===== config.mk =====
export PLATFORM = sky130hd
export DESIGN_NAME = alu_resp_monitor
export DESIGN_NICKNAME = d
export VERILOG_FILES = /design/src/rtl/alu_resp_mon_pkg.sv /design/src/rtl/alu_resp_mon_fifo.sv /design/src/rtl/alu_resp_monitor.sv
export SDC_FILE = /design/constraint.sdc
export NUM_CORES = 1
export LEC_CHECK = 0
export ABC_AREA = 1
export CORE_UTILIZATION = 40
export DETAILED_ROUTE_END_ITERATION = 10
export HOLD_SLACK_MARGIN = 0.08
export PLACE_DENSITY_LB_ADDON = 0.05
export SKIP_CTS_REPAIR_TIMING = 1
export SLEW_MARGIN = 10
export SYNTH_ARGS = -nofsm -noshare
export SYNTH_HDL_FRONTEND = slang
export SYNTH_SLANG_ARGS = --single-unit

===== constraint.sdc =====
create_clock -name clk -period 2.5 [get_ports clk]
set_input_delay 0.25 -clock clk [delete_from_list [all_inputs] [get_ports clk]]
set_output_delay 0.25 -clock clk [all_outputs]
set_load 0.02 [all_outputs]

===== src/rtl/alu_resp_mon_pkg.sv =====
// Shared types and helpers for the ALU response monitor.
package alu_resp_mon_pkg;

  // Checking-session states.
  typedef enum logic [1:0] {
    IDLE  = 2'd0,
    RUN   = 2'd1,
    DRAIN = 2'd2,
    DONE  = 2'd3
  } mon_state_e;

  // Saturating increment for a counter of width w (w <= 32), computed on a
  // 32-bit zero-extended copy; the caller casts back to its own width.
  function automatic logic [31:0] sat_inc(input logic [31:0] v, input int w);
    logic [31:0] maxv;
    maxv = (w >= 32) ? 32'hFFFF_FFFF : ((32'd1 << w) - 32'd1);
    return (v >= maxv) ? v : v + 32'd1;
  endfunction

endpackage


===== src/rtl/alu_resp_mon_fifo.sv =====
// Expected-value FIFO for the response monitor. Head data is read
// combinationally so the pop and the compare happen in the same cycle.
// Pointers carry one extra wrap bit to tell full from empty.
module alu_resp_mon_fifo #(
  parameter int W     = 9,
  parameter int DEPTH = 8
) (
  input  logic         clk,
  input  logic         rst_n,
  input  logic         clr,
  input  logic         push,
  input  logic         pop,
  input  logic [W-1:0] din,
  output logic         full,
  output logic         empty,
  output logic [W-1:0] head
);
  localparam int AW = $clog2(DEPTH);

  logic [W-1:0] mem [DEPTH];
  logic [AW:0]  wr_q, rd_q;
  logic         do_push, do_pop;

  assign empty   = (wr_q == rd_q);
  assign full    = (wr_q[AW] != rd_q[AW]) && (wr_q[AW-1:0] == rd_q[AW-1:0]);
  assign head    = mem[rd_q[AW-1:0]];
  assign do_push = push && !full;
  assign do_pop  = pop && !empty;

  // Storage write; contents need no reset because the pointers define validity.
  always_ff @(posedge clk) begin
    if (do_push) mem[wr_q[AW-1:0]] <= din;
  end

  // Read/write pointers, cleared at the start of every session.
  always_ff @(posedge clk or negedge rst_n) begin
    if (!rst_n) begin
      wr_q <= '0;
      rd_q <= '0;
    end else if (clr) begin
      wr_q <= '0;
      rd_q <= '0;
    end else begin
      if (do_push) wr_q <= wr_q + {{AW{1'b0}}, 1'b1};
      if (do_pop)  rd_q <= rd_q + {{AW{1'b0}}, 1'b1};
    end
  end

endmodule


===== src/rtl/alu_resp_monitor.sv =====
// In-order response checker: expected values are queued on a ready/valid
// port, observed results arrive valid-only and are compared against the
// oldest expected entry. Optional result signature (MISR) is enabled by
// defining ALU_RESP_MON_MISR_EN, which adds the sig output.
module alu_resp_monitor
  import alu_resp_mon_pkg::*;
#(
  parameter int W     = 9,
  parameter int DEPTH = 8,
  parameter int CNT_W = 16
) (
  input  logic             clk,
  input  logic             rst_n,
  input  logic             start,
  input  logic             stop,
  input  logic             exp_valid,
  input  logic [W-1:0]     exp_data,
  output logic             exp_ready,
  input  logic             obs_valid,
  input  logic [W-1:0]     obs_data,
  output logic             busy,
  output logic             done,
  output logic             err,
  output logic [CNT_W-1:0] match_cnt,
  output logic [CNT_W-1:0] mism_cnt,
  output logic [CNT_W-1:0] unfl_cnt,
  output logic [CNT_W-1:0] miss_cnt,
  output logic             mism_valid,
  output logic [W-1:0]     mism_exp,
  output logic [W-1:0]     mism_obs
`ifdef ALU_RESP_MON_MISR_EN
  ,
  output logic [W-1:0]     sig
`endif
);

  mon_state_e state_q, state_d;
  logic       session_start;
  logic       fifo_full, fifo_empty, fifo_push, fifo_pop;
  logic [W-1:0] fifo_head;
  logic       obs_run, cmp_pop, cmp_hit, cmp_mis, unfl_ev, miss_ev;
  logic [3:0] cnt_ev;
  logic [3:0][CNT_W-1:0] cnt_all;
  logic       err_q, mism_valid_q;
  logic [W-1:0] mism_exp_q, mism_obs_q;

  // Session FSM next-state; start only acts from IDLE/DONE and beats stop there.
  always_comb begin
    state_d       = state_q;
    session_start = 1'b0;
    case (state_q)
      IDLE, DONE: if (start) begin
        state_d       = RUN;
        session_start = 1'b1;
      end
      RUN:   if (stop) state_d = DRAIN;
      DRAIN: if (fifo_empty) state_d = DONE;
      default: state_d = IDLE;
    endcase
  end

  // Session state register.
  always_ff @(posedge clk or negedge rst_n) begin
    if (!rst_n) state_q <= IDLE;
    else        state_q <= state_d;
  end

  // Full blocks pushes even if a pop frees a slot in the same cycle.
  assign exp_ready = (state_q == RUN) && !fifo_full;
  assign fifo_push = exp_valid && exp_ready;
  assign obs_run   = (state_q == RUN) && obs_valid;
  assign cmp_pop   = obs_run && !fifo_empty;
  assign cmp_mis   = cmp_pop && (fifo_head != obs_data);
  assign cmp_hit   = cmp_pop && (fifo_head == obs_data);
  assign unfl_ev   = obs_run && fifo_empty;
  assign miss_ev   = (state_q == DRAIN) && !fifo_empty;
  assign fifo_pop  = cmp_pop || miss_ev;
  assign cnt_ev    = {miss_ev, unfl_ev, cmp_mis, cmp_hit};

  alu_resp_mon_fifo #(.W(W), .DEPTH(DEPTH)) u_fifo (
    .clk   (clk),
    .rst_n (rst_n),
    .clr   (session_start),
    .push  (fifo_push),
    .pop   (fifo_pop),
    .din   (exp_data),
    .full  (fifo_full),
    .empty (fifo_empty),
    .head  (fifo_head)
  );

  // Event counters: 0 match, 1 mismatch, 2 underflow, 3 missing.
  for (genvar gi = 0; gi < 4; gi++) begin : gen_cnt
    logic [CNT_W-1:0] cnt_q;
    // Saturating counter, cleared when a session starts.
    always_ff @(posedge clk or negedge rst_n) begin
      if (!rst_n)             cnt_q <= '0;
      else if (session_start) cnt_q <= '0;
      else if (cnt_ev[gi])    cnt_q <= CNT_W'(sat_inc(32'(cnt_q), CNT_W));
    end
    assign cnt_all[gi] = cnt_q;
  end

  // Sticky error flag and last-mismatch capture (registered, one cycle late).
  always_ff @(posedge clk or negedge rst_n) begin
    if (!rst_n) begin
      err_q        <= 1'b0;
      mism_valid_q <= 1'b0;
      mism_exp_q   <= '0;
      mism_obs_q   <= '0;
    end else begin
      mism_valid_q <= cmp_mis;
      if (session_start)                     err_q <= 1'b0;
      else if (cmp_mis || unfl_ev || miss_ev) err_q <= 1'b1;
      if (cmp_mis) begin
        mism_exp_q <= fifo_head;
        mism_obs_q <= obs_data;
      end
    end
  end

`ifdef ALU_RESP_MON_MISR_EN
  logic [W-1:0] sig_q;
  // Rotate-and-xor signature over every observation taken during RUN.
  always_ff @(posedge clk or negedge rst_n) begin
    if (!rst_n)             sig_q <= '0;
    else if (session_start) sig_q <= '0;
    else if (obs_run)       sig_q <= {sig_q[W-2:0], sig_q[W-1]} ^ obs_data;
  end
  assign sig = sig_q;
`endif

  assign busy       = (state_q == RUN) || (state_q == DRAIN);
  assign done       = (state_q == DONE);
  assign err        = err_q;
  assign match_cnt  = cnt_all[0];
  assign mism_cnt   = cnt_all[1];
  assign unfl_cnt   = cnt_all[2];
  assign miss_cnt   = cnt_all[3];
  assign mism_valid = mism_valid_q;
  assign mism_exp   = mism_exp_q;
  assign mism_obs   = mism_obs_q;

endmodule


==> impl_summary.txt, run 1 <==
----------------------------------------------------
[Run status]
  Result of the run ... finished, final reports clean

[Worst hold path]
  Worst min-delay path category ... primary input to async pin

[Route]
  Post-detailed-route wirelength per cell ... approximately 15 um
  DR vias ... roughly 6800
  Antenna violation net count after detailed routing ... 0
  Via count normalized by instance count ... around 4.9
  Routed Wire Length ... roughly 21000 um
  First-pass DRT Iterations ... 5
  Number of DRC violations after detailed routing ... 0
  Drt initial violations ... about 450

[GRT]
  GRT Util Overall ... 0.208
  Pin count of the biggest net entering global routing ... between 40 and 50
  Wire length of the first global-routing pass ... approximately 35000 um
  Overflow left after global routing ... 0
  Initial antenna violation count ... 0
  Vias in the first global route ... about 6600

[Finish]
  Net count reported at finish ... around 1100
  Proportion of layout cells with a drive suffix above 1 ... 0.0993
  Leading cell types in the layout, fill and taps excluded ... sky130_fd_sc_hd__nand2_1, sky130_fd_sc_hd__nor2_1, sky130_fd_sc_hd__nand3_1, sky130_fd_sc_hd__clkdlybuf4s50_1, sky130_fd_sc_hd__inv_1
  Area delta synth->final ... 25.3%
  Most common cell after layout, fill and taps aside ... sky130_fd_sc_hd__nand2_1
  Reg area ... approximately 4500 um2
  Fill cell count ... ~2000
  Combined area of the multi-input logic cells ... 3270 um2
  Diode count ... 0

[Pwr]
  Power density over the cells ... around 1000 nW/um2
  Leakage Power ... approximately 4.6 nW
  Max IR drop VDD ... around 0.56 mV

[Floorplanning]
  Vertical extent of the die ... about 150 um
  Starting density of the core ... 0.413
  Number of I/O pins ... 111
  Count of standard-cell rows ... between 50 and 60
  Core footprint ... between 20000 and 25000 um2
  Die Wd ... 147 um
  Area of the die ... roughly 22000 um2

[Synthesis]
  Share of the synthesized area in the top cell type ... 0.279
  Proportion of synthesized flip-flops having asynchronous set or reset ... 0.566
  Number of warnings printed during yosys synthesis ... 0
  Largest cells by area after synthesis ... sky130_fd_sc_hd__dfrtp_1, sky130_fd_sc_hd__edfxtp_1, sky130_fd_sc_hd__nand2_1
  Synth Area per Inst ... 8.66 um2
  Post-Syn Nets ... ~1000
  Yosys top cell by area ... sky130_fd_sc_hd__dfrtp_1
  Flip-flop cell with the highest count after synthesis ... sky130_fd_sc_hd__dfrtp_1
  Gate count after technology mapping ... 974
  Fraction of the yosys area taken by sequential cells ... 0.535
  Number of synthesized register bits ... approximately 170
  Post-synthesis cell type count ... 42
  Number of enable flip-flop cells after synthesis ... 72
  Post-synthesis instance area ... 8430 um2

[Clock tree]
  H-tree depth reported by CTS ... 4
  Clock-pin slew on the worst setup and hold paths ... 0.07 ns
  TritonCTS buffer count ... 17
  Number of sinks handled by clock tree synthesis ... around 170
  Clock Tree Buf Depth ... 2
  Latest clock arrival within the worst-skew pair ... approximately 0.44 ns
  CTS tree ... built
  Clock root buffer ... sky130_fd_sc_hd__clkbuf_16

[Placed design]
  DPL Wire Length ... 14800 um
  Minimum setup slack after placement ... approximately 0.22 ns
  Count of input and output buffers ... between 100 and 150
  Gpl congestion ... around 0.8

[Setup path]
  Highest fanout seen on the critical path ... 18
  Crit path kind ... flip-flop to flip-flop
  Crit path required time ... about 2.8 ns
  Nature of the critical path endpoint ... flip-flop
  Startpoint class of the critical path ... flip-flop
  Worst path arrival time ... around 2.6 ns

[STA]
  Worst Max-Slew Pin Slew ... approximately 0.46 ns
  Number of endpoints with negative hold slack in the final report ... 0
  Final clock period utilization by the worst path ... 0.897
  Final setup slack of the worst path ... about 0.26 ns
  Number of pins exceeding their max-slew limit in the final report ... 0
  Number of endpoints failing setup at the final stage ... 0
  RSZ-0062 raised after global routing ... false
  Tmin final ... about 2.2 ns
  Sum of negative setup slack ... 0 ns
  Slew HR ... 0.692
  Worst clock skew ... approximately 0.012 ns
  Top achievable clock speed ... between 400 and 500 MHz
  Final worst hold slack ... between 0.3 and 0.4 ns

[Job]
  Max Cap Violations ... 0

----------------------------------------------------
==> where the power goes <==
group	leakage (nW)	switching, W	internal (W)
logic	2.38	0.00273	0.00162
registers	1.91	0.000327	0.00325
clock network	0.286	0.00125	0.00134
==> per-layer routing <==
layer	GRT usage	wire length (um)
met1	0.292	10300
met2	0.330	9750
met3	0.0407	978
met4	0.0521	202
met5	0	0
==> worst paths after layout <==
check,startpoint,end,slack [ns],cells after the start
hold / removal,rst_n,mism_exp[8],0.31,2
setup reg to reg,u_fifo.rd_q[1],mism_cnt[12],0.26,14
setup / recovery,u_fifo.rd_q[1],mism_cnt[12],0.26,14
max in group asynchronous,rst_n,match_cnt[11],1.50,3
min in group clk,obs_data[1],mism_obs[1],0.42,3
hold reg to reg,u_fifo.wr_q[3],u_fifo.wr_q[3],0.48,1
==> Yosys cell counts (5+ instances only) <==
master	n
sky130_fd_sc_hd__xnor2_1	7
sky130_fd_sc_hd__clkbuf_1	11
sky130_fd_sc_hd__o31ai_1	5
sky130_fd_sc_hd__nand3_1	108
sky130_fd_sc_hd__nor2_1	122
sky130_fd_sc_hd__o21ai_0	36
sky130_fd_sc_hd__ha_1	9
sky130_fd_sc_hd__nor4_1	7
sky130_fd_sc_hd__o21ai_1	16
sky130_fd_sc_hd__dfrtp_1	94
sky130_fd_sc_hd__o21ai_2	10
sky130_fd_sc_hd__nand2_1	237
sky130_fd_sc_hd__nand2_2	15
sky130_fd_sc_hd__nand4_1	8
sky130_fd_sc_hd__edfxtp_1	72
sky130_fd_sc_hd__a21oi_1	17
sky130_fd_sc_hd__nor3_1	20
sky130_fd_sc_hd__inv_1	105
sky130_fd_sc_hd__buf_4	7
sky130_fd_sc_hd__buf_6	10
sky130_fd_sc_hd__xor2_1	25
==> critical path, stage by stage (launching register included) <==
cell and delay (ns):
sky130_fd_sc_hd__dfrtp_1 0.45, sky130_fd_sc_hd__inv_2 0.34, sky130_fd_sc_hd__nor2_1 0.09, sky130_fd_sc_hd__nand2_1 0.09
sky130_fd_sc_hd__nand3_1 0.11, sky130_fd_sc_hd__nand2_1 0.15, sky130_fd_sc_hd__nand2_1 0.06, sky130_fd_sc_hd__nand2_1 0.05
sky130_fd_sc_hd__nand2_1 0.06, sky130_fd_sc_hd__nor2_2 0.17, sky130_fd_sc_hd__nand2_2 0.12, sky130_fd_sc_hd__nand3_4 0.09
sky130_fd_sc_hd__nand2_2 0.17, sky130_fd_sc_hd__nand2_1 0.10, sky130_fd_sc_hd__nand2_1 0.06
==> cell families after synthesis <==
group	share of synthesized area
compound gates	0.0678
xor+xnor	0.0352
fa+ha+maj	0.0134
buf+inv	0.0785
flops	0.535
simple gates	0.270
==> cell type report <==
cell class                      count  area share
Inverter                          109      0.0392
Timing Repair Buffer              146       0.138
Clock inverter                     15      0.0141
Clock buffer                       17      0.0403
Sequential cell                   166       0.427
Multi-Input combinational cell    665       0.309
Tap cell                          270      0.0320
==> sequential cells by signal (all words and copies together) (netlist names), 2 cells and up <==
name	count
mism_exp	9
mism_obs	9
u_fifo.rd_q	4
unfl_cnt	16
state_q	2
u_fifo.wr_q	4
mism_cnt	16
u_fifo.mem	72
match_cnt	16
miss_cnt	16
==> metrics by stage <==
step                      area, um2   util  cells  power (W)
final                         10600  0.517   1388     0.0105
after global routing          10600  0.517   1388     0.0113
after CTS                     10500  0.515   1386     0.0106
after detailed placement       9940  0.486   1354    0.00797
after global placement         9940  0.486   1354    0.00794
after floorplan                8430      -    974    0.00646
(Power assumes the default switching activity.)
==> run 2, diff against run 1 <==
--- a/config.mk
+++ b/config.mk
@@ -10,6 +10,7 @@
 export DETAILED_ROUTE_END_ITERATION = 10
 export HOLD_SLACK_MARGIN = 0.08
 export PLACE_DENSITY_LB_ADDON = 0.05
+export SETUP_SLACK_MARGIN = 0.05
 export SKIP_CTS_REPAIR_TIMING = 1
 export SLEW_MARGIN = 10
 export SYNTH_ARGS = -nofsm -noshare
==> run 2 against run 1 <==
Critical path depth unchanged. Final cell count unchanged. Register-to-register slack is essentially flat. Clock power is essentially flat. Routed wire length is 0.32% higher. Maximum frequency is 0.55% higher. Die area is the same. Worst hold slack better by 0.0055 ns. Core utilization hardly changed. Clock skew shrank 0.00082 ns. Critical path type unchanged. Largest power group unchanged.
==> impl_summary.txt, run 2 (synthesized netlist as in run 1, its figures left out) <==
----------------------------------------------------
[Run status]
  Result of the run ... finished, final reports clean

[Floorplanning]
  Die Wd ... 147 um
  Number of I/O pins ... approximately 110
  Core footprint ... approximately 20000 um2
  Starting density of the core ... 0.413
  Vertical extent of the die ... 147 um
  Area of the die ... 21700 um2
  Count of standard-cell rows ... 52

[Finish]
  Proportion of layout cells with a drive suffix above 1 ... 0.100
  Fill cell count ... a little under 2000
  Diode count ... 0
  Leading cell types in the layout, fill and taps excluded ... sky130_fd_sc_hd__nand2_1, sky130_fd_sc_hd__nor2_1, sky130_fd_sc_hd__nand3_1, sky130_fd_sc_hd__clkdlybuf4s50_1, sky130_fd_sc_hd__inv_1
  Reg area ... 4520 um2
  Combined area of the multi-input logic cells ... around 3300 um2
  Most common cell after layout, fill and taps aside ... sky130_fd_sc_hd__nand2_1
  Largest register FFs ... between 70 and 80
  Non-Filler Instances ... between 1000 and 1500
  Net count reported at finish ... 1138
  Final Util ... 0.517
  Area delta synth->final ... 25.4%

[STA]
  Sum of negative setup slack ... 0 ns
  RSZ-0062 raised after global routing ... false
  Final clock period utilization by the worst path ... 0.892
  Top achievable clock speed ... roughly 450 MHz
  Slew HR ... 0.684
  Worst Max-Slew Pin Slew ... about 0.47 ns
  Number of endpoints failing setup at the final stage ... 0
  Tmin final ... around 2.2 ns
  Number of pins exceeding their max-slew limit in the final report ... 0
  Number of endpoints with negative hold slack in the final report ... 0
  Worst clock skew ... between 0.01 and 0.015 ns

[Route]
  Antenna violation net count after detailed routing ... 0
  Routed Wire Length ... between 20000 and 25000 um
  Via count normalized by instance count ... a little under 5
  First-pass DRT Iterations ... 5
  Post-detailed-route wirelength per cell ... 15.4 um
  Drt initial violations ... around 400
  DR vias ... ~6800
  Number of DRC violations after detailed routing ... 0

[Worst hold path]
  Worst min-delay path category ... primary input to async pin

[Pwr]
  Cell Int Power ... around 0.0062 W
  Switching pwr ... around 0.0043 W
  Power density over the cells ... about 1000 nW/um2
  Proportion of total power due to net switching ... 0.410
  Clock group share of total power ... 0.246
  Seq pwr share ... 0.340
  Leakage Power ... 4.58 nW
  Fraction of power consumed by combinational cells ... 0.415
  Max IR drop VDD ... 0.559 mV

[GRT]
  Vias in the first global route ... between 6000 and 7000
  Overflow left after global routing ... 0
  GRT Util Overall ... 0.208
  Pin count of the biggest net entering global routing ... 47
  Wire length of the first global-routing pass ... around 35000 um
  Initial antenna violation count ... 0

[Clock tree]
  TritonCTS buffer count ... 17
  CTS tree ... built
  Clock Tree Buf Depth ... 2
  H-tree depth reported by CTS ... 4
  Latest clock arrival within the worst-skew pair ... approximately 0.44 ns
  Clock-pin slew on the worst setup and hold paths ... roughly 0.070 ns
  Clock root buffer ... sky130_fd_sc_hd__clkbuf_16
  Number of sinks handled by clock tree synthesis ... 166

[Job]
  Max Cap Violations ... 0

[Setup path]
  Crit path from ... u_fifo.rd_q[1]
  Reg-to-reg startpoint ... u_fifo.rd_q[1]
  Worst path arrival time ... ~2.6 ns
  Worst reg2reg endpoint ... mism_cnt[12]
  Crit path required time ... roughly 2.8 ns
  Number of cells on the worst reg-to-reg path ... 14
  Nature of the critical path endpoint ... flip-flop
  Startpoint class of the critical path ... flip-flop
  Highest fanout seen on the critical path ... 18
  Crit path kind ... flip-flop to flip-flop
  R2r setup slk ... about 0.27 ns

[Placed design]
  DPL Wire Length ... 14800 um
  Placed cell count ... around 1400
  Count of input and output buffers ... 110
  Gpl congestion ... about 0.8

----------------------------------------------------
[run 2: stage by stage]
| step | hold slack, ns | area (um2) | worst slack, ns | total power [W] |
|---|---|---|---|---|
| 6_report | 0.312 | 10600 | 0.270 | 0.0106 |
| 5_1_grt | 0.348 | 10600 | 0.0578 | 0.0113 |
| 3_5_place_dp | 0.243 | 9940 | 0.217 | 0.00797 |
| 2_1_floorplan | -0.0456 | 8430 | 0.331 | 0.00646 |
| 4_1_cts | -0.229 | 10500 | 0.00857 | 0.0106 |
| 3_3_place_gp | 0.242 | 9940 | 0.247 | 0.00794 |
[run 2: power groups by stage]
stage / registers (W) / clock network [W] / logic, W
6_report: 0.00358 / 0.00259 / 0.00438
2_1_floorplan: 0.00388 / 0 / 0.00259
3_3_place_gp: 0.00362 / 0 / 0.00432
5_1_grt: 0.00363 / 0.00276 / 0.00489
3_5_place_dp: 0.00363 / 0 / 0.00434
4_1_cts: 0.00357 / 0.00265 / 0.00435
[run 2: area by class of cell]
type / count / share of cell area
inverter: 109 / 0.0392
clock buffer: 17 / 0.0402
clock inverter: 15 / 0.0141
timing repair buffer: 146 / 0.138
multi-input combinational: 665 / 0.309
tap: 270 / 0.0320
sequential: 166 / 0.427
[run 2: routing by layer]
layer | GRT usage | routed length, um | up-vias
li1 | - | - | 3442
met1 | 0.292 | 10400 | 3189
met2 | 0.330 | 9850 | 128
met3 | 0.0407 | 830 | 11
met4 | 0.0521 | 187 | 0
met5 | 0 | 0 | -
[run 2: worst max path at each step]
stage / endpoint / cells past startpoint / slack, ns
2_1_floorplan: u_fifo.mem[7][0] / 10 / 0.33
3_3_place_gp: mism_exp[0] / 14 / 0.25
3_5_place_dp: mism_obs[1] / 14 / 0.22
4_1_cts: exp_ready / 8 / 0.009
5_1_grt: mism_cnt[7] / 15 / 0.06
6_report: mism_cnt[12] / 14 / 0.27
[run 2: critical path, stage by stage, from the launching register on]
cell and delay, ns:
sky130_fd_sc_hd__dfrtp_1 0.45, sky130_fd_sc_hd__inv_2 0.33, sky130_fd_sc_hd__nor2_1 0.09, sky130_fd_sc_hd__nand2_1 0.09, sky130_fd_sc_hd__nand3_1 0.13, sky130_fd_sc_hd__nand2_2 0.13, sky130_fd_sc_hd__nand2_1 0.05, sky130_fd_sc_hd__nand2_1 0.05
sky130_fd_sc_hd__nand2_1 0.06, sky130_fd_sc_hd__nor2_2 0.17, sky130_fd_sc_hd__nand2_2 0.12, sky130_fd_sc_hd__nand3_4 0.09, sky130_fd_sc_hd__nand2_2 0.17, sky130_fd_sc_hd__nand2_1 0.11, sky130_fd_sc_hd__nand2_1 0.06
==> run 3, diff against run 2 <==
--- a/config.mk
+++ b/config.mk
@@ -6,13 +6,14 @@
 export NUM_CORES = 1
 export LEC_CHECK = 0
 export ABC_AREA = 1
+export CORE_MARGIN = 8
 export CORE_UTILIZATION = 40
 export DETAILED_ROUTE_END_ITERATION = 10
 export HOLD_SLACK_MARGIN = 0.08
 export PLACE_DENSITY_LB_ADDON = 0.05
 export SETUP_SLACK_MARGIN = 0.05
 export SKIP_CTS_REPAIR_TIMING = 1
-export SLEW_MARGIN = 10
+export SLEW_MARGIN = 20
 export SYNTH_ARGS = -nofsm -noshare
 export SYNTH_HDL_FRONTEND = slang
 export SYNTH_SLANG_ARGS = --single-unit
==> constraint.sdc (replaced) <==
create_clock -name clk -period 2.3 [get_ports clk]
set_input_delay 0.23 -clock clk [delete_from_list [all_inputs] [get_ports clk]]
set_output_delay 0.23 -clock clk [all_outputs]
set_load 0.02 [all_outputs]
==> run 3 against run 2 <==
Count of clock-buffer cells in the layout is the same. Register-to-register slack lost 0.13 ns. Sequential share of layout area shrank 1.4 points. Total power grew 13%. Combinational power grew 21%. Critical path depth grew 1. Routed wire length grew 5.6%. Setup slack lost 0.13 ns. Die area grew 20%. Clock power grew 6%. Design area grew 3.4%. Largest power group unchanged.
==> impl_summary.txt, run 3 (synthesized netlist as in run 1, its figures left out) <==
----------------------------------------------------
[GRT]
  Wire length of the first global-routing pass ... ~36000 um
  Initial antenna violation count ... 2
  GRT Util Overall ... 0.174
  Overflow left after global routing ... 0
  Vias in the first global route ... approximately 7000
  Pin count of the biggest net entering global routing ... 42

[Route]
  Routed Wire Length ... 22500 um
  Antenna violation net count after detailed routing ... 0
  Drt initial violations ... ~400
  Number of DRC violations after detailed routing ... 0
  First-pass DRT Iterations ... 4
  Via count normalized by instance count ... a little under 5
  Post-detailed-route wirelength per cell ... ~16 um
  DR vias ... a little under 7000

[Clock tree]
  Clock-pin slew on the worst setup and hold paths ... roughly 0.070 ns
  Number of sinks handled by clock tree synthesis ... around 170
  CTS tree ... built
  Clock Tree Buf Depth ... 2
  Latest clock arrival within the worst-skew pair ... 0.43 ns
  Clock root buffer ... sky130_fd_sc_hd__clkbuf_16
  H-tree depth reported by CTS ... 4
  TritonCTS buffer count ... 17

[Setup path]
  Nature of the critical path endpoint ... flip-flop
  Number of cells on the worst reg-to-reg path ... 15
  Most frequent CP cell ... sky130_fd_sc_hd__nand2_1
  Sum of buffers and inverters on the critical path ... 2
  Largest stage delay on the critical path ... 0.44 ns
  Cell class contributing the biggest share of worst-path delay ... simple AND/OR/NAND/NOR gates
  Worst path arrival time ... about 2.5 ns
  Crit path kind ... flip-flop to flip-flop
  Levels on crit path ... 15
  Worst reg2reg endpoint ... mism_cnt[14]
  Reg-to-reg startpoint ... u_fifo.rd_q[0]
  Slowest stage cell, crit path ... sky130_fd_sc_hd__dfrtp_2
  Startpoint class of the critical path ... flip-flop
  Crit path required time ... 2.66 ns
  Cell breakdown of the critical path ... buf_12, nor2_1, nor2_1, o21ai_1, nand3_2, nand2_2, nand2_1, nand2_1, nand2_1, nor2_4, nand2_4, nand3_4, clkbuf_16, nand3_1, nand2_1
  R2r setup slk ... 0.14 ns
  Highest fanout seen on the critical path ... 24

[Placed design]
  Placed cell count ... 1373
  Count of input and output buffers ... between 100 and 150
  DPL Wire Length ... approximately 16000 um
  Minimum setup slack after placement ... between 0.02 and 0.03 ns
  Gpl congestion ... 0.823

[Pwr]
  Power density over the cells ... between 1000 and 1500 nW/um2
  Max IR drop VDD ... approximately 0.74 mV
  Power after layout ... between 0.01 and 0.015 W
  Leakage Power ... ~4.7 nW

[Floorplanning]
  Area of the die ... between 20000 and 30000 um2
  Core footprint ... ~21000 um2
  Count of standard-cell rows ... 53
  Number of I/O pins ... between 100 and 150
  Die Wd ... approximately 160 um
  Starting density of the core ... 0.404
  Vertical extent of the die ... around 160 um

[Finish]
  Leading cell types in the layout, fill and taps excluded ... sky130_fd_sc_hd__nand2_1, sky130_fd_sc_hd__nor2_1, sky130_fd_sc_hd__clkdlybuf4s50_1, sky130_fd_sc_hd__inv_1, sky130_fd_sc_hd__nand3_1
  Proportion of layout cells with a drive suffix above 1 ... 0.133
  Net count reported at finish ... 1156
  Non-Filler Instances ... ~1400
  Most common cell after layout, fill and taps aside ... sky130_fd_sc_hd__nand2_1
  Diode count ... 0
  Largest register FFs ... a little over 70
  Area delta synth->final ... 29.6%

[STA]
  Number of pins exceeding their max-slew limit in the final report ... 0
  Tmin final ... between 2 and 2.5 ns
  Number of endpoints with negative hold slack in the final report ... 0
  Worst clock skew ... about 0.016 ns
  Slew HR ... 0.591
  Top achievable clock speed ... 462 MHz
  Final worst hold slack ... around 0.34 ns
  Number of endpoints failing setup at the final stage ... 0
  Final clock period utilization by the worst path ... 0.940
  Worst Max-Slew Pin Slew ... 0.614 ns
  Final setup slack of the worst path ... 0.137 ns
  RSZ-0062 raised after global routing ... true

[Job]
  Max Cap Violations ... 0

[Worst hold path]
  Worst min-delay path category ... primary input to async pin

[Run status]
  Result of the run ... finished, final reports clean

----------------------------------------------------
-- run 3: cell count changes in the layout (fill, tap and decap cells not counted), sizes merged --
cell,before,now
clkbuf,18,19
inv,120,119
clkinv,4,2
clkinvlp,0,3
buf,35,52
-- run 3: worst max path at each step --
stage,startpoint,end,slack (ns)
3_5_place_dp,u_fifo.rd_q[0],mism_cnt[9],0.03
6_report,u_fifo.rd_q[0],mism_cnt[14],0.14
2_1_floorplan,u_fifo.rd_q[0],u_fifo.mem[7][0],0.13
5_1_grt,u_fifo.rd_q[0],mism_cnt[13],0.007
4_1_cts,u_fifo.rd_q[0],exp_ready,-0.14
3_3_place_gp,u_fifo.rd_q[0],mism_cnt[4],0.05
-- run 3: layout make-up --
cell class / count / area [um2]
Multi-Input combinational cell: 665 / 3390
Clock buffer: 17 / 425
Inverter: 109 / 430
Sequential cell: 166 / 4520
Fill cell: 2001 / 9960
Tap cell: 275 / 344
Timing Repair Buffer: 164 / 1700
Clock inverter: 15 / 133
-- run 3: worst register-to-register path, stage by stage, from the launching register on --
cell	delay [ns]
sky130_fd_sc_hd__dfrtp_2	0.44
sky130_fd_sc_hd__buf_12	0.17
sky130_fd_sc_hd__nor2_1	0.12
sky130_fd_sc_hd__nor2_1	0.05
sky130_fd_sc_hd__o21ai_1	0.13
sky130_fd_sc_hd__nand3_2	0.15
sky130_fd_sc_hd__nand2_2	0.12
sky130_fd_sc_hd__nand2_1	0.05
sky130_fd_sc_hd__nand2_1	0.06
sky130_fd_sc_hd__nand2_1	0.08
sky130_fd_sc_hd__nor2_4	0.15
sky130_fd_sc_hd__nand2_4	0.09
sky130_fd_sc_hd__nand3_4	0.17
sky130_fd_sc_hd__clkbuf_16	0.18
sky130_fd_sc_hd__nand3_1	0.07
sky130_fd_sc_hd__nand2_1	0.08
-- run 3: layer usage --
layer	part of all wire	wire (um)	track usage	vias to the layer above
met5	0.0012	27	0	-
met4	0.011	255	0.0412	4
met3	0.060	1340	0.0499	21
met2	0.46	10400	0.281	145
met1	0.47	10500	0.226	3251
li1	-	-	-	3488
-- run 3: report_power, final --
part	switching (W)	total, W	internal (W)
Clock	0.00131	0.00274	0.00143
Combinational	0.00320	0.00532	0.00212
Sequential	0.000336	0.00387	0.00354
-- run 3: through the flow --
stage | setup TNS, ns | cell area, um2 | util
2_1_floorplan | 0 | 8430 | -
3_3_place_gp | 0 | 10100 | 0.483
3_5_place_dp | 0 | 10100 | 0.483
4_1_cts | -0.152 | 10700 | 0.510
5_1_grt | 0 | 10900 | 0.523
6_report | 0 | 10900 | 0.523
